File: config.mk
export PLATFORM = sky130hd
export DESIGN_NAME = tdm_demux32
export DESIGN_NICKNAME = d
export VERILOG_FILES = /design/src/rtl/tdm_demux_pkg.sv /design/src/rtl/tdm_lane_tracker.sv /design/src/rtl/tdm_demux32.sv
export SDC_FILE = /design/constraint.sdc
export NUM_CORES = 1
export LEC_CHECK = 0
export ABC_AREA = 1
export CORE_MARGIN = 3
export CORE_UTILIZATION = 40
export DETAILED_ROUTE_END_ITERATION = 6
export SYNTH_ARGS = -nofsm -noshare
export SYNTH_HDL_FRONTEND = slang
export SYNTH_SLANG_ARGS = --single-unit
File: constraint.sdc
create_clock -name clk -period 5.1 [get_ports clk]
set_clock_uncertainty 0.2 [all_clocks]
set_input_delay 1.275 -clock clk [delete_from_list [all_inputs] [get_ports clk]]
set_output_delay 1.275 -clock clk [all_outputs]
set_load 0.005 [all_outputs]
File: src/rtl/tdm_demux_pkg.sv
// tdm_demux_pkg: shared sizing constants and types for the TDM demultiplexer
package tdm_demux_pkg;
    localparam int N_OUT_DEF = 32;
    localparam int SEL_W_DEF = 5;
    typedef logic [N_OUT_DEF-1:0] lane_mask_t;
endpackage

File: src/rtl/tdm_lane_tracker.sv
// tdm_lane_tracker: per-frame written-lane mask with frame completion and overrun detection
// Ports:
//   clk, rst_n   clock and asynchronous active-low reset
//   clear        synchronous clear of mask and flags
//   hit          one-hot lane written this cycle (all zero when nothing is written)
//   frame_done   1-cycle pulse after the write that completes the mask
//   overrun      sticky flag: a lane was written twice within one frame
module tdm_lane_tracker
    import tdm_demux_pkg::*;
#(
    parameter int N_OUT = N_OUT_DEF
) (
    input  logic             clk,
    input  logic             rst_n,
    input  logic             clear,
    input  logic [N_OUT-1:0] hit,
    output logic             frame_done,
    output logic             overrun
);
    logic [N_OUT-1:0] mask;
    logic [N_OUT-1:0] mask_nxt;
    logic             full;

    always_comb begin
        mask_nxt = mask | hit;
        full     = (|hit) && (&mask_nxt);
    end

    // The completing write restarts the mask on the same edge that raises frame_done.
    always_ff @(posedge clk or negedge rst_n) begin
        if (!rst_n) begin
            mask       <= '0;
            frame_done <= 1'b0;
            overrun    <= 1'b0;
        end else begin
            mask       <= (clear || full) ? '0 : mask_nxt;
            frame_done <= full;
            overrun    <= !clear && (overrun || |(mask & hit));
        end
    end
endmodule

File: src/rtl/tdm_demux32.sv
// tdm_demux32: registered 1-to-N time-division demultiplexer rebuilding a parallel word from serial beats
// Ports:
//   clk, rst_n   clock and asynchronous active-low reset
//   in_valid     input beat valid
//   in_ready     beat can be accepted (reset released and no clear)
//   in_bit       data bit of the beat
//   sel          destination lane (unused when DEMUX_AUTO_SEQ_EN is defined)
//   clear        synchronous clear of lanes, mask, flags and sequence counter
//   out          registered lane values
//   out_strobe   one-hot 1-cycle pulse marking the lane just written
//   frame_done   1-cycle pulse when every lane has been written
//   overrun      sticky: a lane was rewritten before frame_done
// Build option: DEMUX_AUTO_SEQ_EN replaces sel with an internal wrapping lane counter.
module tdm_demux32
    import tdm_demux_pkg::*;
#(
    parameter int N_OUT = N_OUT_DEF,
    localparam int SEL_W = $clog2(N_OUT)
) (
    input  logic             clk,
    input  logic             rst_n,
    input  logic             in_valid,
    output logic             in_ready,
    input  logic             in_bit,
    input  logic [SEL_W-1:0] sel,
    input  logic             clear,
    output logic [N_OUT-1:0] out,
    output logic [N_OUT-1:0] out_strobe,
    output logic             frame_done,
    output logic             overrun
);
    logic             ready_q;
    logic             acc;
    logic [SEL_W-1:0] lane;
    logic [N_OUT-1:0] dec;

`ifdef DEMUX_AUTO_SEQ_EN
    logic [SEL_W-1:0] cnt;
    logic             unused_sel;

    assign unused_sel = ^sel;
    assign lane       = cnt;

    always_ff @(posedge clk or negedge rst_n) begin
        if (!rst_n) begin
            cnt <= '0;
        end else begin
            cnt <= clear ? '0 : !acc ? cnt : (cnt == SEL_W'(N_OUT - 1)) ? '0 : cnt + 1'b1;
        end
    end
`else
    assign lane = sel;
`endif

    assign in_ready = ready_q && !clear;
    assign acc      = in_valid && in_ready;

    // A lane index beyond N_OUT shifts the one-hot out of range, so such beats decode to nothing.
    assign dec = acc ? ({{(N_OUT-1){1'b0}}, 1'b1} << lane) : '0;

    always_ff @(posedge clk or negedge rst_n) begin
        if (!rst_n) begin
            ready_q    <= 1'b0;
            out        <= '0;
            out_strobe <= '0;
        end else begin
            ready_q    <= 1'b1;
            out        <= clear ? '0 : (out & ~dec) | (dec & {N_OUT{in_bit}});
            out_strobe <= dec;
        end
    end

    tdm_lane_tracker #(.N_OUT(N_OUT)) u_tracker (
        .clk        (clk),
        .rst_n      (rst_n),
        .clear      (clear),
        .hit        (dec),
        .frame_done (frame_done),
        .overrun    (overrun)
    );
endmodule

Word level (Yosys, flattened, before mapping)
Cells that the tools add are included.
- register bits after elaboration: 99
- input port bits: 10
- shift operators: 1
- muxes and demuxes: 3
- bitwise gates (word level): 6
- reduce and logical (&&, ||, !) cells: 10
- operators by type and width (operator ; number):
    $and 32x32->32 ; 3
    $mux 32 ; 3
    $or 32x32->32 ; 2
    $reduce_or 32->1 ; 2
    $not 32->32 ; 1
    $reduce_and 32->1 ; 1
    $shl 1x5->32 const A ; 1
    $logic_and 1x1->1 ; 4
    $logic_or 1x1->1 ; 2
    $logic_not 1->1 ; 1

Longest topological paths before layout
- word-level depth: 9
- depth in mapped cells: 14
- mapped depth without buffers: 13

Modules after synthesis
From an unflattened synthesis, not the netlist that was laid out.
- cell total of the unflattened synthesis: 596
- area total of the unflattened synthesis: 4618.2 um^2
- modules (own cells, without submodules) (module ; times used ; cells each ; area each (um^2) ; sequential area each (um^2)):
    tdm_demux32 ; 1 ; 297 ; 2651.3 ; 1626.6
    tdm_lane_tracker ; 1 ; 299 ; 1966.9 ; 850.8

Worst setup path after synthesis
No wires, ideal clock.
- kind: in2reg
- start: input port clear
- end: register u_tracker.mask[10]
- library setup time: 0.115 ns
- data arrival time: 2.568 ns
- required time: 4.785 ns
- path slack: 2.218 ns
- cell stages on the path: 14
- buffers on the path: 2
- path through: clkinv_2 > nand3_4 > nor2_1 > buf_2 > nand2_1 > nand2_1 > nand2_1 > nor2_1 > nand2_1 > nor2_1 > nand3_1 > nand2_2 > buf_6 > nor2_1
- longest elaborated chain between the ends: 9
- elaborated cells between the ends (all ways): 10
- RTL lines (item ; line ; RTL):
    start: declaration ; tdm_demux32.sv:26 ; input logic clear,
    $logic_not 1->1 ; tdm_demux32.sv:55 ; assign in_ready = ready_q && !clear;
    $logic_and 1x1->1 ; tdm_demux32.sv:55 ;
    $logic_and 1x1->1 ; tdm_demux32.sv:56 ; assign acc = in_valid && in_ready;
    $mux 32 ; tdm_demux32.sv:59 ; assign dec = acc ? ({{(N_OUT-1){1'b0}}, 1'b1} << lane) : '0;
    $or 32x32->32 ; tdm_lane_tracker.sv:25 ; mask_nxt = mask | hit;
    $reduce_and 32->1 ; tdm_lane_tracker.sv:26 ; full = (|hit) && (&mask_nxt);
    $logic_and 1x1->1 ; tdm_lane_tracker.sv:26 ;
    $logic_or 1x1->1 ; tdm_lane_tracker.sv:36 ; mask <= (clear || full) ? '0 : mask_nxt;
    $mux 32 * ; tdm_lane_tracker.sv:36 ;
    end signal: assignment ; tdm_lane_tracker.sv:36 ;
    end: declaration ; tdm_lane_tracker.sv:20 ; logic [N_OUT-1:0] mask;
Mark *: on every way between the ends. The rest lies on a longest branch, timed or not.

Worst setup path in the final report
- start: input port clear
- end: output port in_ready
- longest elaborated chain between the ends: 2
- RTL lines (item ; line ; RTL):
    $logic_not 1->1 ; tdm_demux32.sv:55 ;
    $logic_and 1x1->1 ; tdm_demux32.sv:55 ;
    end: declaration ; tdm_demux32.sv:23 ; output logic in_ready,
No other way between the ends.

==> out/results.ini <==
[floorplanning]
chipHeight_um = 109
num_io_pins = 77
core_area_sq_um = 10000
die-area_sq_um = 11800
initial_core_util_pct = 42.1
fp-row-count = 36
die_w_um = 109

[global_route]
antenna_found_initial = 1
gr-usage-all-layers_pct = 18.6
grt_max_degree = 80
grt_pass1_wl_um = 16600
grtUsageMet3_pct = 3.73
top_usage_layer = met2
overflow = 0
grt_pass1_vias = 3210
grtUsageMet1_pct = 26.7
use_met2_pct = 28.1

[placement]
dp.final_hpwl_um = 7230
dp_cells = 720
io_buffers = 76
post-place-ws_ns = 0.885
gp_congestion = 0.917

[synthesis]
synth_area_sq_um = 4210
yosysMostFrequentCell = nor2_1
yosys.area.top_type = dfrtp_1
ys_seq_area_share_pct = 58.8
synth_nets = 531
syn_avg_cell_area_sq_um = 8.09
synthFlopType = dfrtp_1
synth.distinct_cells = 20
synth_top_area_share_pct = 58.8
synth.area.top_cells = dfrtp_1 (59%), nor2_1 (12%), inv_1 (9.4%), nand2_1 (9.4%), o21ai_0 (4.8%)
synthTopCellsByCount = nor2_1 (134), inv_1 (105), nand2_1 (105), dfrtp_1 (99), o21ai_0 (40)
netlist_instances = 521
ys_warn_count = 0
ys_async_sr_fraction_pct = 100
synth_enable_flop_cells = 0
ys_ff_latch = 99

[cts]
htreeDepth = 3
cts_buffers = 9
cts-hold-fix-buffers = 0
cts_resized = 0
clockBufferDepth = 2
clock_sinks = 99
cts_root_buf = clkbuf_8
insertion_delay_ns = 0.37
cts_setup_buffers = 0
clkTransAtPathRegs_ns = 0.09
tritoncts = done

[worst_setup_path]
crit_path_end_kind = output port
crit_family = buffers and inverters
crit_path_top_delay_cell = clkdlybuf4s50_1
slowest_delay_ns = 0.51
worstPathCellList = clkdlybuf4s50_1 > nor2_1 > clkdlybuf4s50_1
path_max_fanout = 2
path_buf_inv = 2
worstPathRequired_ns = 3.62
cp.arrival_ns = 2.34
cp_common_cell = clkdlybuf4s50_1
critPathLaunchType = input port
path_class = in2out

[final_layout]
synthToLayoutAreaGrowth_pct = 24.9
utilization_pct = 52.6
nets = 608
layout-drive-gt1-share_pct = 3.48
fin_cells = 736
diodes = 0

[timing]
hold_viol_final = 0
period_share_pct = 74.9
timing.fmax_mhz = 262
slew_headroom_pct = 25.9
rsz0062_at_grt = no
setup_slack_ns = 1.28
tns_ns = 0
fin_crit_ns = 3.82
drv_slew = 0
max_slew.worst_pin.slew_ns = 1.11
setup_violations = 0

[routing]
vias = 3333
avgViaCountPerCell = 4.53
drc = 0
routed_wl_um = 9990
drt-initial-drc-count = 127
first_pass_iters = 4
antenna_left = 0
wl_per_cell_um = 13.6

[power_and_ir_drop]
power_density_nw_per_um2 = 256
p_leak_nw = 2.74
ir_worst_vdd_v = 0.000120

[run_status]
status = complete, no violations

[min_path]
worstHoldPathType = reg2reg

[flow_run]
max_cap_viol_count = 0

-- flip-flops by register name, indices dropped and copies added, names as in the netlist --
signal / flops
out: 32
u_tracker.frame_done: 1
ready_q: 1
u_tracker.overrun: 1
out_strobe: 32
u_tracker.mask: 32
-- layout by cell type, fill, tap and decap left out --
cell type        synthesis  layout
o211ai_1                 1       1
clkinvlp_4               0       1
dfrtp_1                 99      99
nand3_1                 15      15
nor3_1                   2       2
nand2_1                105     105
nand2_2                  1       1
inv_1                  105     105
o22ai_1                  1       1
conb_1                   1       1
nor2_1                 134     134
nand3_4                  1       1
clkinv_2                 1       2
o21bai_1                 1       1
nor2_8                   1       1
clkbuf_1                 5       3
clkinv_4                 0       1
clkbuf_8                 0       9
clkdlybuf4s50_1          0      75
o21ai_0                 40      40
buf_4                    1       4
bufinv_16                0       1
-- per-stage QoR --
step | area, sq um | power (mW) | hold slack, ns
floorplan | 4210 | 0.837 | 0.302
finish | 5260 | 1.35 | 0.309
global route | 5260 | 1.41 | 0.344
detailed placement | 5070 | 0.875 | 0.299
CTS | 5260 | 1.37 | 0.320
global placement | 5070 | 0.875 | 0.292
-- routing by layer --
layer / routed length (um) / vias up
met5: 13 / -
met4: 163 / 2
met3: 529 / 14
met2: 4520 / 76
met1: 4760 / 1561
li1: - / 1680
-- report_power, final --
group / internal, mW / switching [mW] / total (mW) / leakage, nW
Sequential: 0.787 / 0.00151 / 0.789 / 1.38
Combinational: 0.0185 / 0.0501 / 0.0686 / 1.27
Clock: 0.228 / 0.263 / 0.490 / 0.0906
-- layout make-up --
type                            instances  area [sq um]
Clock buffer                           12           135
Clock inverter                          4          51.3
Multi-Input combinational cell        303          1250
Tap cell                              133           166
Sequential cell                        99          2480
Fill cell                            1007          4740
Inverter                              106           399
Timing Repair Buffer                   79           781
-- final timing paths --
kind | start | end | slack, ns | depth (start not counted)
min in group asynchronous | rst_n | out_strobe[22] | 0.87 | 1
min reg2reg | out[25] | out[25] | 0.31 | 2
max | clear | in_ready | 1.28 | 3
max reg2reg | ready_q | u_tracker.mask[20] | 2.54 | 12
max in group asynchronous | rst_n | u_tracker.mask[8] | 2.99 | 2
min | out[25] | out[25] | 0.31 | 2
-- cells by family (layout without fill, tap and decap cells) --
family | after synthesis | after routing | share of synthesized area, %
AOI/OAI and AO/OA | 43 | 43 | 5.26
DFF | 99 | 99 | 58.8
and+or+nand+nor | 259 | 259 | 24.4
buffers and inverters | 119 | 201 | 11.5
other | 1 | 1 | 0.0890
-- worst reg2reg max path: stages, from the launching register on --
cell and delay (ns):
dfrtp_1 0.39, nand3_4 0.12, nor2_1 0.10, buf_4 0.26, nand2_1 0.17, nand2_1 0.13, nand2_1 0.08, nor2_1 0.09
nand2_1 0.06, nor2_1 0.09, nand3_1 0.11, nand2_2 0.51, nor2_1 0.11
Note: power is estimated with default switching activity, not from simulation.
